[src/rtl/stopwatch_bcd_counter.sv]
// Stopwatch timebase and MM:SS.cc BCD digit chain feeding the seven-segment decoders.
// Optional lap freeze is compiled in with `define STOPWATCH_LAP_EN.

// One BCD digit of the cascade: increments on carry-in and wraps to 0 after MAX.
module sw_bcd_digit #(
  parameter logic [3:0] MAX = 4'd9
) (
  input  logic [3:0] cur,
  input  logic       cin,
  output logic [3:0] nxt,
  output logic       cout
);
  // >= keeps the digit legal even if it ever held an out-of-range value
  assign cout = cin && (cur >= MAX);

  always_comb begin
    nxt = cur;
    if (cin) nxt = (cur >= MAX) ? 4'd0 : cur + 4'd1;
  end
endmodule

module stopwatch_bcd_counter #(
  parameter int CLK_HZ  = 50000000,
  parameter int TICK_HZ = 100
) (
  input  logic       clk,
  input  logic       rst_n,
  input  logic       start_stop,
  input  logic       clear,
  input  logic       lap,
  output logic [3:0] cs_ones,
  output logic [3:0] cs_tens,
  output logic [3:0] s_ones,
  output logic [3:0] s_tens,
  output logic [3:0] m_ones,
  output logic [3:0] m_tens,
  output logic       running,
  output logic       ovf,
  output logic       lap_active
);
  localparam int DIV = CLK_HZ / TICK_HZ;
  localparam int PW  = (DIV > 2) ? $clog2(DIV) : 1;
  localparam logic [PW-1:0] PRE_LAST = PW'(DIV - 1);
  localparam int ND  = 6;
  localparam logic [ND-1:0][3:0] DMAX = {4'd5, 4'd9, 4'd5, 4'd9, 4'd9, 4'd9};

  typedef enum logic [1:0] {S_IDLE, S_RUN, S_PAUSE, S_DONE} state_t;

  state_t             st_q, st_d;
  logic [PW-1:0]      pre_q, pre_d;
  logic [ND-1:0][3:0] dig_q, dig_inc, disp;
  logic [ND:0]        carry;
  logic               tick, at_limit;

  // carry[ND] is high only when every digit sits at its maximum, i.e. 59:59.99
  assign carry[0] = 1'b1;
  assign at_limit = carry[ND];
  assign tick     = (st_q == S_RUN) && (pre_q == PRE_LAST);

  generate
    for (genvar g = 0; g < ND; g++) begin : g_dig
      sw_bcd_digit #(.MAX(DMAX[g])) u_dig (
        .cur (dig_q[g]),
        .cin (carry[g]),
        .nxt (dig_inc[g]),
        .cout(carry[g+1])
      );
    end
  endgenerate

  always_comb begin
    st_d  = st_q;
    pre_d = pre_q;
    case (st_q)
      S_IDLE:  if (start_stop) begin st_d = S_RUN; pre_d = '0; end
      S_RUN: begin
        pre_d = tick ? '0 : pre_q + 1'b1;
        // a tick coinciding with start_stop still completes before pausing
        if (tick && at_limit) st_d = S_DONE;
        else if (start_stop)  st_d = S_PAUSE;
      end
      S_PAUSE: if (start_stop) st_d = S_RUN;
      default: ;
    endcase
    if (clear) begin
      st_d  = S_IDLE;
      pre_d = '0;
    end
  end

  always_ff @(posedge clk or negedge rst_n) begin
    if (!rst_n) begin
      st_q    <= S_IDLE;
      pre_q   <= '0;
      running <= 1'b0;
      ovf     <= 1'b0;
    end else begin
      st_q    <= st_d;
      pre_q   <= pre_d;
      running <= (st_d == S_RUN);
      ovf     <= (st_d == S_DONE);
    end
  end

  // digits are written only on clear or a non-limit tick; they hold otherwise
  always_ff @(posedge clk or negedge rst_n) begin
    if (!rst_n)                 dig_q <= '0;
    else if (clear)             dig_q <= '0;
    else if (tick && !at_limit) dig_q <= dig_inc;
  end

`ifdef STOPWATCH_LAP_EN
  logic [ND-1:0][3:0] snap_q;
  logic               lap_q;

  always_ff @(posedge clk or negedge rst_n) begin
    if (!rst_n) begin
      snap_q <= '0;
      lap_q  <= 1'b0;
    end else if (clear || (tick && at_limit)) begin
      lap_q  <= 1'b0;
    end else if (lap && (st_q == S_RUN || st_q == S_PAUSE)) begin
      if (!lap_q) snap_q <= dig_q;
      lap_q <= !lap_q;
    end
  end

  assign disp       = lap_q ? snap_q : dig_q;
  assign lap_active = lap_q;
`else
  logic unused_lap;
  assign unused_lap = lap;
  assign disp       = dig_q;
  assign lap_active = 1'b0;
`endif

  assign cs_ones = disp[0];
  assign cs_tens = disp[1];
  assign s_ones  = disp[2];
  assign s_tens  = disp[3];
  assign m_ones  = disp[4];
  assign m_tens  = disp[5];
endmodule

[config.mk]
export PLATFORM = sky130hd
export DESIGN_NAME = stopwatch_bcd_counter
export DESIGN_NICKNAME = d
export VERILOG_FILES = /design/src/rtl/stopwatch_bcd_counter.sv
export SDC_FILE = /design/constraint.sdc
export NUM_CORES = 1
export LEC_CHECK = 0
export ABC_AREA = 1
export ABC_CLOCK_PERIOD_IN_PS = 1600
export BUFFER_PORTS_ARGS = -buffer_cell sky130_fd_sc_hd__buf_2
export CORE_ASPECT_RATIO = 1.4
export CORE_UTILIZATION = 53
export DETAILED_ROUTE_END_ITERATION = 16
export GPL_ROUTABILITY_DRIVEN = 0
export PLACE_DENSITY = 0.85
export SYNTH_ARGS = -nofsm -noshare
export SYNTH_HDL_FRONTEND = slang
export SYNTH_SLANG_ARGS = --single-unit
[constraint.sdc]
create_clock -name clk -period 1.6 [get_ports clk]
set_input_delay 0 -clock clk [delete_from_list [all_inputs] [get_ports clk]]
set_output_delay 0 -clock clk [all_outputs]
set_load 0.05 [all_outputs]
==> impl_summary.txt <==
----------------------------------------------------
[Final layout]
  Area of combinational cells with multiple inputs ... 0.00191 mm2
  Area grow syn2layout ... 35.1%
  Number of inserted filler cells in the final layout ... 347
  Fraction of final layout cells with drive strength greater than 1 ... 0.397
  Share of the core filled with cells ... 0.748
  Number of diodes added for antenna fixing ... 0
  Area taken by flip-flops and latches ... 0.00119 mm2
  Number of nets in the finished design ... 504

[Drt]
  First-pass DRT Iterations ... 4
  Final ANT Viol Nets ... 0
  Remaining design rule violation count ... 0
  Average via count per standard cell ... 5.59
  Count of vias placed by the detailed router ... 3068
  Wire per inst ... 16.3 um
  Violation count after the first detailed-route iteration ... 232
  Total routed wirelength ... 8920 um

[Clock tree]
  Buffer depth of the longest clock path ... 2
  Number of buffers created by CTS ... 5
  Clock latency reported for the late side of the worst-skew pair ... 0.31 ns
  CTS tree ... done
  Total number of H-tree levels ... 2
  Root cell of the clock tree ... sky130_fd_sc_hd__clkbuf_8
  Clk sink count ... 47
  Clock-pin slew on the worst setup and hold paths ... 0.09 ns

[Critical path]
  R2R setup slack ... -0.19 ns
  CP Launch Type ... flip-flop
  Worst EP required ... 1.79 ns
  Critical path class ... flip-flop to flip-flop
  Worst flop-to-flop path startpoint ... pre_q[12]
  Worst Setup End Kind ... flip-flop
  Critical R2R Capture ... cs_tens[2]
  Maximum fanout count along the critical path ... 10
  R2R cell count ... 11
  Critical Path AT ... 1.98 ns

[Timing]
  Final WS setup ... -0.189 ns
  Count of final hold-check violations ... 0
  Worst slew margin relative to its limit ... 0.662
  Tmin final ... 1.79 ns
  Number of failing setup endpoints in the final timing report ... 44
  Clock Skew ... 0.00679 ns
  RSZ-0062 raised after global routing ... yes
  Max-slew violation count ... 0
  Final Cycle Share ... 1.12
  F_max ... 559 MHz
  Actual transition at the worst max-transition pin ... 0.507 ns

[Yosys]
  Sequential area share after synthesis ... 0.384
  Avg Cell Area, Syn ... 7.77 um2
  Synthesized instance count ... 394
  Yosys synthesis warning count ... 0
  Number of distinct library cells after synthesis ... 35
  Synthesized cell area ... 0.00306 mm2
  Number of nets in the synthesized netlist ... 418
  Flip-flop and latch count after synthesis ... 47

[Place]
  Setup slack at placement ... -0.165 ns
  Post-DP HPWL ... 5160 um
  Port buffer count ... 29

[Run status]
  Status ... finished, violations left
  Violations in the final reports ... setup timing

[Power]
  Leakage ... 1.96 nW
  Highest ir drop seen on vdd ... 0.453 mV
  Design Power ... 2.86 mW
  Power Density ... 691 mW/mm2

[GRT]
  GR Overflow Total ... 0
  Vias in the first global route ... 2944
  Global-route wire length before repair ... 13000 um
  Initial antenna violation count ... 0
  Pin count of the biggest net entering global routing ... 29
  Overall global routing resource usage ... 0.278

[Floorplanning]
  Die Span X ... 66.2 um
  Standard-cell rows ... 32
  Die footprint ... 0.00609 mm2
  Area of the core ... 0.00553 mm2
  Die extent in y ... 91.9 um
  Initial Utilization ... 0.554
  Ports ... 32

[Hold path]
  Number of instances on the worst hold path ... 2
  Class of the tightest hold or removal check ... input port to flip-flop
  Worst hold path startpoint ... clear
  Hold path endpoint ... st_q[1]

[Job]
  Max-cap violations ... 0

----------------------------------------------------
[layer usage]
metal,part of all wire,up-vias,routed length [um],global-route usage
met3,0.037,31,334,0.0361
met4,0.035,0,311,0.126
li1,-,1429,-,-
met2,0.55,111,4910,0.515
met5,0,-,0,0
met1,0.38,1497,3370,0.302
[what timing repair did]
action | CTS | global route
pin swaps | 7 | 13
hold endpoints to repair | 19 | 0
setup buffers | 11 | 3
setup endpoints to repair | 42 | 45
gates resized for setup | 29 | 47
hold buffers | 1 | 0
gates cloned | 1 | 1
[cells in the final DEF (no fill, tap or decap), drive strengths merged, types with 2 or more instances in the layout]
master,netlist,routed
nand2,89,90
buf,5,84
inv,56,56
nor2,48,48
dfrtp,47,47
nand3,43,43
nor3,21,21
ha,19,19
o21ai,19,19
nand4,10,10
xor2,9,9
clkbuf,3,9
xnor2,7,7
a21oi,7,7
o22ai,3,3
or2,2,2
[Yosys cell counts]
| cell | n | area, um2 |
|---|---|---|
| sky130_fd_sc_hd__o22ai_1 | 3 | 18.8 |
| sky130_fd_sc_hd__clkbuf_1 | 3 | 11.3 |
| sky130_fd_sc_hd__inv_1 | 54 | 203 |
| sky130_fd_sc_hd__nor2_4 | 3 | 33.8 |
| sky130_fd_sc_hd__o21bai_1 | 1 | 7.51 |
| sky130_fd_sc_hd__nor3_2 | 4 | 40.0 |
| sky130_fd_sc_hd__inv_2 | 2 | 7.51 |
| sky130_fd_sc_hd__nand2_4 | 5 | 56.3 |
| sky130_fd_sc_hd__nand2_2 | 4 | 25.0 |
| sky130_fd_sc_hd__xnor2_1 | 7 | 61.3 |
| sky130_fd_sc_hd__ha_1 | 19 | 238 |
| sky130_fd_sc_hd__o31ai_1 | 1 | 7.51 |
| sky130_fd_sc_hd__o21ai_1 | 7 | 35.0 |
| sky130_fd_sc_hd__nand2_1 | 80 | 300 |
| sky130_fd_sc_hd__buf_4 | 3 | 22.5 |
| sky130_fd_sc_hd__o21ai_0 | 11 | 55.1 |
| sky130_fd_sc_hd__nand3_4 | 1 | 17.5 |
| sky130_fd_sc_hd__a21oi_1 | 6 | 30.0 |
| sky130_fd_sc_hd__a21oi_4 | 1 | 16.3 |
| sky130_fd_sc_hd__buf_8 | 1 | 15.0 |
| sky130_fd_sc_hd__nand3_1 | 40 | 200 |
| sky130_fd_sc_hd__nor2_2 | 4 | 25.0 |
| sky130_fd_sc_hd__nand3b_1 | 1 | 7.51 |
| sky130_fd_sc_hd__nor4_1 | 1 | 6.26 |
| sky130_fd_sc_hd__buf_6 | 1 | 11.3 |
| sky130_fd_sc_hd__xor2_1 | 9 | 78.8 |
| sky130_fd_sc_hd__nand3_2 | 2 | 20.0 |
| sky130_fd_sc_hd__dfrtp_1 | 47 | 1180 |
| sky130_fd_sc_hd__or2_2 | 2 | 12.5 |
| sky130_fd_sc_hd__nor3_1 | 17 | 85.1 |
| sky130_fd_sc_hd__nor2_1 | 41 | 154 |
| sky130_fd_sc_hd__conb_1 | 1 | 3.75 |
| sky130_fd_sc_hd__nand4_1 | 10 | 62.6 |
| sky130_fd_sc_hd__a21boi_1 | 1 | 7.51 |
| sky130_fd_sc_hd__o21ai_2 | 1 | 8.76 |
[final cells by class]
cell class,instances,area share
Clock buffer,8,0.0242
Inverter,56,0.0514
Tap cell,68,0.0206
Sequential cell,47,0.288
Multi-Input combinational cell,284,0.462
Timing Repair Buffer,86,0.153
[worst max-delay path, cell delays in order, from the launching register on]
cell	delay, ns
sky130_fd_sc_hd__dfrtp_1	0.38
sky130_fd_sc_hd__inv_1	0.10
sky130_fd_sc_hd__nand2_1	0.07
sky130_fd_sc_hd__nor2_1	0.22
sky130_fd_sc_hd__nand3_2	0.13
sky130_fd_sc_hd__nor2_4	0.18
sky130_fd_sc_hd__buf_4	0.15
sky130_fd_sc_hd__nand2_4	0.09
sky130_fd_sc_hd__nand2_8	0.13
sky130_fd_sc_hd__nand2_4	0.08
sky130_fd_sc_hd__nand2_1	0.07
sky130_fd_sc_hd__nand2_1	0.07
[stage by stage]
stage | area [um2] | hold WS, ns | setup TNS [ns] | cells
finish | 4140 | 0.0279 | -5.59 | 549
global route | 4140 | 0.0835 | -9.68 | 549
CTS | 3910 | 0.0163 | -1.29 | 545
detailed placement | 3590 | -0.00441 | -3.09 | 524
global placement | 3590 | -0.0105 | -0.984 | 524
floorplan | 3090 | -0.296 | -3.72 | 394
[registers in the layout, indices dropped and copies added (netlist names)]
register and count:
ovf 1, pre_q 19, cs_ones 4, cs_tens 4, running 1, s_tens 4
m_ones 4, st_q 2, m_tens 4, s_ones 4
[kinds of logic after synthesis]
logic type      count (synthesis)  synth area share
xor+xnor                       16            0.0458
flops                          47             0.384
fa+ha+maj                      19            0.0777
other cells                     1           0.00123
compound gates                 32            0.0609
simple gates                  215             0.342
buf+inv                        64            0.0883
[where the power goes]
part | switching, mW | internal (mW)
clock network | 0.412 | 0.395
registers | 0.0525 | 1.24
logic | 0.502 | 0.252
total | 0.967 | 1.89
[how the worst max path moves through the flow]
stage | slack, ns | cells after the start | to | from
floorplan | -0.20 | 14 | cs_tens[2] | cs_ones[1]
global placement | -0.07 | 13 | cs_tens[2] | s_ones[0]
detailed placement | -0.16 | 13 | cs_tens[1] | s_ones[0]
CTS | -0.07 | 13 | cs_ones[1] | cs_ones[0]
global route | -0.34 | 9 | m_tens[3] | m_tens[0]
finish | -0.19 | 11 | cs_tens[2] | pre_q[12]
No activity file was read; power rests on OpenSTA's default activity.
